**config.mk**
```make
export PLATFORM = sky130hd
export DESIGN_NAME = ofmd_maxpool_reader_flat
export DESIGN_NICKNAME = d
export VERILOG_FILES = /design/src/rtl/ofmd_maxpool_reader_if.sv /design/src/rtl/ofmd_maxpool_reader.sv /design/src/flat_wrapper.sv
export SDC_FILE = /design/constraint.sdc
export NUM_CORES = 1
export LEC_CHECK = 0
export BUFFER_PORTS_ARGS = -buffer_cell sky130_fd_sc_hd__clkbuf_2
export CORE_MARGIN = 4
export CORE_UTILIZATION = 48
export CTS_BUF_LIST = sky130_fd_sc_hd__clkbuf_4 sky130_fd_sc_hd__clkbuf_8
export DETAILED_ROUTE_END_ITERATION = 6
export GPL_ROUTABILITY_DRIVEN = 0
export PLACE_DENSITY_LB_ADDON = 0.12
export SYNTH_ARGS = -nofsm -noshare
export SYNTH_HDL_FRONTEND = slang
export SYNTH_SLANG_ARGS = --single-unit
```
**constraint.sdc**
```tcl
create_clock -name clk -period 2.7 [get_ports clk]
set_clock_uncertainty 0.15 [all_clocks]
set_input_delay 0.135 -clock clk [delete_from_list [all_inputs] [get_ports clk]]
set_output_delay 0.135 -clock clk [all_outputs]
set_load 0.02 [all_outputs]
```
**src/rtl/ofmd_maxpool_reader_if.sv**
```systemverilog
// Bundles the OFMD RAM read port and the pooled-output valid/ready stream.
// master: the pooling reader; slave: the RAM plus the downstream consumer.
interface ofmd_maxpool_reader_if #(
    parameter int unsigned ADDR_W = 6,
    parameter int unsigned DATA_W = 8
);
    logic              ofmd_read;
    logic [ADDR_W-1:0] read_addr;
    logic [DATA_W-1:0] ofmd_data;
    logic              pool_valid;
    logic              pool_ready;
    logic [DATA_W-1:0] pool_data;
    logic [3:0]        pool_idx;

    modport master (
        output ofmd_read,
        output read_addr,
        input  ofmd_data,
        output pool_valid,
        input  pool_ready,
        output pool_data,
        output pool_idx
    );

    modport slave (
        input  ofmd_read,
        input  read_addr,
        output ofmd_data,
        input  pool_valid,
        output pool_ready,
        input  pool_data,
        input  pool_idx
    );
endinterface

```
**src/rtl/ofmd_maxpool_reader.sv**
```systemverilog
// Walks the output feature map in 2x2 non-overlapping windows, reads each window
// through the registered RAM port, and streams the unsigned window maxima out.
module ofmd_maxpool_reader #(
    parameter int unsigned MAP_W  = 8,
    parameter int unsigned MAP_H  = 8,
    parameter int unsigned ADDR_W = 6,
    parameter int unsigned DATA_W = 8
) (
    input  logic                  clk,
    input  logic                  rst,
    input  logic                  start,
    output logic                  busy,
    output logic                  done,
    ofmd_maxpool_reader_if.master bus
);

    localparam int unsigned PoolW = MAP_W / 2;
    localparam int unsigned PoolH = MAP_H / 2;
    localparam logic [3:0]  PcLast = 4'(PoolW - 1);
    localparam logic [3:0]  KLast  = 4'(PoolW * PoolH - 1);

    localparam logic [2:0] StIdle = 3'd0;
    localparam logic [2:0] StRd   = 3'd1;
    localparam logic [2:0] StLast = 3'd2;
    localparam logic [2:0] StOut  = 3'd3;
    localparam logic [2:0] StDone = 3'd4;

    logic [2:0]        state_q;
    logic [1:0]        rd_cnt_q;
    logic [3:0]        k_q;
    logic [3:0]        pr_q;
    logic [3:0]        pc_q;
    logic [DATA_W-1:0] max_q;
    logic [ADDR_W-1:0] read_addr_q;
    logic              pool_valid_q;
    logic [DATA_W-1:0] pool_data_q;
    logic [3:0]        pool_idx_q;
    logic              busy_q;

    logic [3:0]        pr_nxt;
    logic [3:0]        pc_nxt;
    logic [ADDR_W-1:0] base_cur;
    logic [ADDR_W-1:0] base_nxt;
    logic [ADDR_W-1:0] addr_step;
    logic [DATA_W-1:0] max_in;

    // Top-left address of the window at pooled row pr, pooled column pc.
    function automatic logic [ADDR_W-1:0] win_base(input logic [3:0] pr, input logic [3:0] pc);
        return ADDR_W'(2 * MAP_W * int'(pr) + 2 * int'(pc));
    endfunction

    // Offsets within a window in read order: TL, TR, BL, BR.
    function automatic logic [ADDR_W-1:0] win_off(input logic [1:0] idx);
        logic [ADDR_W-1:0] off;
        case (idx)
            2'd0:    off = '0;
            2'd1:    off = ADDR_W'(1);
            2'd2:    off = ADDR_W'(MAP_W);
            default: off = ADDR_W'(MAP_W + 1);
        endcase
        return off;
    endfunction

    // Window addressing for the current read and for the next window.
    always_comb begin
        pc_nxt    = (pc_q == PcLast) ? 4'd0 : pc_q + 4'd1;
        pr_nxt    = (pc_q == PcLast) ? pr_q + 4'd1 : pr_q;
        base_cur  = win_base(pr_q, pc_q);
        base_nxt  = win_base(pr_nxt, pc_nxt);
        addr_step = base_cur + win_off(rd_cnt_q + 2'd1);
        max_in    = (bus.ofmd_data > max_q) ? bus.ofmd_data : max_q;
    end

    // Sequencer and datapath; read_addr is pre-loaded so it is valid throughout RD.
    always_ff @(posedge clk or posedge rst) begin
        if (rst) begin
            state_q      <= StIdle;
            rd_cnt_q     <= 2'd0;
            k_q          <= 4'd0;
            pr_q         <= 4'd0;
            pc_q         <= 4'd0;
            max_q        <= '0;
            read_addr_q  <= '0;
            pool_valid_q <= 1'b0;
            pool_data_q  <= '0;
            pool_idx_q   <= 4'd0;
            busy_q       <= 1'b0;
        end else begin
            case (state_q)
                StIdle: begin
                    if (start) begin
                        state_q     <= StRd;
                        k_q         <= 4'd0;
                        pr_q        <= 4'd0;
                        pc_q        <= 4'd0;
                        rd_cnt_q    <= 2'd0;
                        read_addr_q <= win_base(4'd0, 4'd0);
                        busy_q      <= 1'b1;
                    end
                end
                StRd: begin
                    // Data for read n arrives while read n+1 is being issued.
                    if (rd_cnt_q == 2'd1) begin
                        max_q <= bus.ofmd_data;
                    end else if (rd_cnt_q != 2'd0) begin
                        max_q <= max_in;
                    end
                    if (rd_cnt_q == 2'd3) begin
                        state_q <= StLast;
                    end else begin
                        rd_cnt_q    <= rd_cnt_q + 2'd1;
                        read_addr_q <= addr_step;
                    end
                end
                StLast: begin
                    pool_data_q  <= max_in;
                    pool_idx_q   <= k_q;
                    pool_valid_q <= 1'b1;
                    state_q      <= StOut;
                end
                StOut: begin
                    if (bus.pool_ready) begin
                        pool_valid_q <= 1'b0;
                        if (k_q == KLast) begin
                            state_q <= StDone;
                        end else begin
                            k_q         <= k_q + 4'd1;
                            pr_q        <= pr_nxt;
                            pc_q        <= pc_nxt;
                            rd_cnt_q    <= 2'd0;
                            read_addr_q <= base_nxt;
                            state_q     <= StRd;
                        end
                    end
                end
                StDone: begin
                    busy_q  <= 1'b0;
                    state_q <= StIdle;
                end
                default: state_q <= StIdle;
            endcase
        end
    end

    assign bus.ofmd_read  = (state_q == StRd);
    assign bus.read_addr  = read_addr_q;
    assign bus.pool_valid = pool_valid_q;
    assign bus.pool_data  = pool_data_q;
    assign bus.pool_idx   = pool_idx_q;
    assign busy           = busy_q;
    assign done           = (state_q == StDone);

endmodule

```
**src/flat_wrapper.sv**
```systemverilog
// flat-port wrapper written by rule: the top's interface ports become plain ports
module ofmd_maxpool_reader_flat 
#(
    parameter int unsigned MAP_W  = 8,
    parameter int unsigned MAP_H  = 8,
    parameter int unsigned ADDR_W = 6,
    parameter int unsigned DATA_W = 8
)
  (clk, rst, start, busy, done, bus_ofmd_read, bus_read_addr, bus_ofmd_data, bus_pool_valid, bus_pool_ready, bus_pool_data, bus_pool_idx);
  ofmd_maxpool_reader_if #(.ADDR_W(ADDR_W), .DATA_W(DATA_W)) bus_i ();
  input  logic clk;
  input  logic rst;
  input  logic start;
  output logic busy;
  output logic done;
  output wire logic [$bits(bus_i.ofmd_read)-1:0] bus_ofmd_read;
  output wire logic [$bits(bus_i.read_addr)-1:0] bus_read_addr;
  input wire logic [$bits(bus_i.ofmd_data)-1:0] bus_ofmd_data;
  output wire logic [$bits(bus_i.pool_valid)-1:0] bus_pool_valid;
  input wire logic [$bits(bus_i.pool_ready)-1:0] bus_pool_ready;
  output wire logic [$bits(bus_i.pool_data)-1:0] bus_pool_data;
  output wire logic [$bits(bus_i.pool_idx)-1:0] bus_pool_idx;
  assign bus_ofmd_read = bus_i.ofmd_read;
  assign bus_read_addr = bus_i.read_addr;
  assign bus_i.ofmd_data = bus_ofmd_data;
  assign bus_pool_valid = bus_i.pool_valid;
  assign bus_i.pool_ready = bus_pool_ready;
  assign bus_pool_data = bus_i.pool_data;
  assign bus_pool_idx = bus_i.pool_idx;
  ofmd_maxpool_reader #(.MAP_W(MAP_W), .MAP_H(MAP_H), .ADDR_W(ADDR_W), .DATA_W(DATA_W)) u_core (.clk(clk), .rst(rst), .start(start), .busy(busy), .done(done), .bus(bus_i));
endmodule
```
==> impl_metrics.env <==
export IMPL_path_class="in -> reg"
export IMPL_cts_made_buffers=5
export IMPL_final_setup_viol_count=0
export IMPL_grt_pass1_vias=1742
export IMPL_avgViaCountPerCell=5.578
export IMPL_clockBufferDepth=2
export IMPL_slew_viol_final=0
export IMPL_fin_cells=327
export IMPL_fmax_mhz=389.2
export IMPL_syn_inst=225
export IMPL_antenna_found_initial=0
export IMPL_min_period_over_period=0.9516
export IMPL_start_util=0.5103
export IMPL_wl_per_cell_um=14.93
export IMPL_tightestPinTransition_ns=0.6317
export IMPL_leakage_nw=1.303
export IMPL_cts_root_buf="clkbuf_8"
export IMPL_dpl_cell_count=309
export IMPL_required_ns=2.73
export IMPL_total_power_mw=2.952
export IMPL_num_vias=1824
export IMPL_maxCapViolations=0
export IMPL_hold_viol=0
export IMPL_die_h_um=77.20
export IMPL_fin_crit_ns=2.569
export IMPL_clock_latency_ns=0.29
export IMPL_critPathMaxStageDelay_ns=0.54
export IMPL_worstSetupEndpointType="flip-flop"
export IMPL_status="completed"
export IMPL_cp_cell_sequence="dlygate4sd3_1, clkbuf_2, ha_1, nor2b_1, o211a_1, o21a_4, o31ai_4, mux2_2"
export IMPL_cts_sinks=43
export IMPL_grt_overflow=0
export IMPL_ys_ff_latch=43
export IMPL_drcViolationCount=0
export IMPL_path_clk_slew_ns=0.08
export IMPL_syn_num_nets=253
export IMPL_powerDensity_nw_per_um2=1079
export IMPL_yosys_top_cells_area="dfrtp_1 47%, ha_1 8.2%, mux2_2 6.9%, o21ai_0 3.9%, nor2_1 3.3%"
export IMPL_netlist_area_um2=2298
export IMPL_drtIter0Drc=102
export IMPL_drive_gt1_frac=0.2400
export IMPL_grt_max_degree=31
export IMPL_slowest_stage="dlygate4sd3_1"
export IMPL_core_area_um2=4504
export IMPL_io_buffers=33
export IMPL_cts_tree="yes"
export IMPL_cts_resized=0
export IMPL_post_cts_buffers=0
export IMPL_syn_avg_cell_area_um2=10.22
export IMPL_diodes=0
export IMPL_area_growth_pct=19.05
export IMPL_ys_seq_area_frac=0.4682
export IMPL_ys_flop_type="dfrtp_1"
export IMPL_synth_top_area_frac=0.4682
export IMPL_final_core_util=0.6075
export IMPL_ant_nets=0
export IMPL_arrival_ns=2.60
export IMPL_htree_num_levels=2
export IMPL_placement_rows=24
export IMPL_die_area_um2=5960
export IMPL_whs_ns=0.04067
export IMPL_grt_first_pass_wirelength_um=8335
export IMPL_nets=302
export IMPL_slew_limit_headroom=0.5756
export IMPL_drt_pass1_iterations=4
export IMPL_die_x_um=77.20
export IMPL_hpwl_um=3494
export IMPL_async_flop_share=1.000
export IMPL_ys_warn_count=0
export IMPL_hp_class="in -> reg"
export IMPL_synth_edf_count=0
export IMPL_ioPinCount=34
export IMPL_crit_fanout=9
export IMPL_synth_top_cell_by_area="dfrtp_1"
export IMPL_peakVddDrop_mv=0.5175
export IMPL_grt_total_usage=0.1740
export IMPL_critPathLaunchType="input pin"
export IMPL_synth_cell_types=42
export IMPL_rsz0062_at_grt="false"
export IMPL_final_setup_tns_ns=0
export IMPL_wl_um=4881
==> worst paths after layout <==
kind	slack [ns]	cells after the start	to	startpoint
min in group asynchronous	0.18	3	u_core.max_q[4]	rst
hold / removal	0.04	3	u_core.bus.pool_valid	bus_pool_ready
max in group asynchronous	1.50	4	u_core.bus.pool_idx[1]	rst
setup reg to reg	0.24	7	u_core.max_q[0]	u_core.max_q[1]
hold reg to reg	0.34	1	u_core.bus.pool_valid	u_core.bus.pool_valid
setup / recovery	0.13	8	u_core.max_q[0]	bus_ofmd_data[1]
==> timing repair <==
item / 4_1_cts / 5_1_grt
endpoints found under the setup margin: 0 / 0
hold buffers: 10 / 0
endpoints found under the hold margin: 29 / 0
==> cell families after synthesis <==
group                    after synthesis  synth area share
AO/OA/AOI/OAI                         63            0.1802
buffers and inverters                 21           0.03647
XOR/XNOR                               5           0.01905
adder cells (fa/ha/maj)               16           0.09037
multiplexers                          14           0.06859
AND/OR/NAND/NOR                       63            0.1372
flip-flops                            43            0.4682
==> cells in the mapped netlist, types with 2 or more instances <==
library cell / n
a21oi_1: 13
buf_2: 4
nand2b_1: 2
a31oi_1: 9
xnor2_1: 4
o21a_1: 3
o21ai_1: 2
mux2_2: 14
clkbuf_1: 3
nor2b_1: 4
dfrtp_1: 43
nand3b_1: 2
nor3b_1: 2
a32oi_1: 2
o21ai_0: 18
a22o_1: 4
a21o_1: 2
nand3_1: 12
nand4_1: 2
nor2_1: 20
ha_1: 15
inv_1: 14
nand2_1: 9
nor3_1: 4
==> cell type report <==
| class | instances | area (um^2) |
|---|---|---|
| well taps | 52 | 65.06 |
| repair buffers | 49 | 310.3 |
| clock buffers | 7 | 83.83 |
| fillers | 392 | 1768 |
| multi-input cells | 161 | 1144 |
| flip-flops and latches | 43 | 1076 |
| inverters | 14 | 52.55 |
| clock inverters | 1 | 5.005 |
==> state kept, by name, indices dropped and copies added, names as in the netlist <==
signal                 count
u_core.bus.pool_data       8
u_core.bus.pool_idx        4
u_core.bus.pool_valid      1
u_core.bus.read_addr       6
u_core.busy                1
u_core.k_q                 4
u_core.max_q               8
u_core.pc_q                4
u_core.pr_q                2
u_core.rd_cnt_q            2
u_core.state_q             3
==> metal layers <==
metal	GRT usage	part of all wire
met5	0	0
met4	0.06050	0.013
met3	0.02693	0.041
met2	0.2668	0.45
met1	0.2493	0.50
==> cells in the final DEF, fill, tap and decap left out, drive strengths merged, types with 2 or more instances in the layout <==
cell type	n
nand4	2
nor3b	2
a21o	2
nand2b	2
xnor2	4
o21a	4
mux2	14
nor2	20
nand3	12
dlygate4sd3	10
inv	13
nor3	5
nand2	9
buf	6
a22o	4
clkinv	2
nor2b	4
a32oi	2
dfrtp	43
o31ai	2
clkbuf	40
nand3b	2
a21oi	13
o21ai	20
ha	15
a31oi	9
==> critical path: cells and delay by family <==
| kind | cells | cell delay, ns |
|---|---|---|
| AO/OA/AOI/OAI | 3 | 0.97 |
| buffers and inverters | 2 | 0.66 |
| multiplexers | 1 | 0.39 |
| adder cells (fa/ha/maj) | 1 | 0.30 |
| AND/OR/NAND/NOR | 1 | 0.14 |
==> stage by stage <==
stage                     instance area, um^2  worst slack [ns]
after CTS                                2736            0.1464
after global placement                   2547            0.3059
after detailed placement                 2547            0.2707
after global routing                     2736           0.07428
after floorplan                          2298            0.4615
final                                    2736            0.1307
==> report_power, final <==
| part | internal [mW] | switching, mW | leakage, nW |
|---|---|---|---|
| clock network | 0.202 | 0.218 | 0.0491 |
| logic | 0.607 | 0.819 | 0.728 |
| registers | 0.903 | 0.202 | 0.526 |
Power figures use the tool's default switching activity.
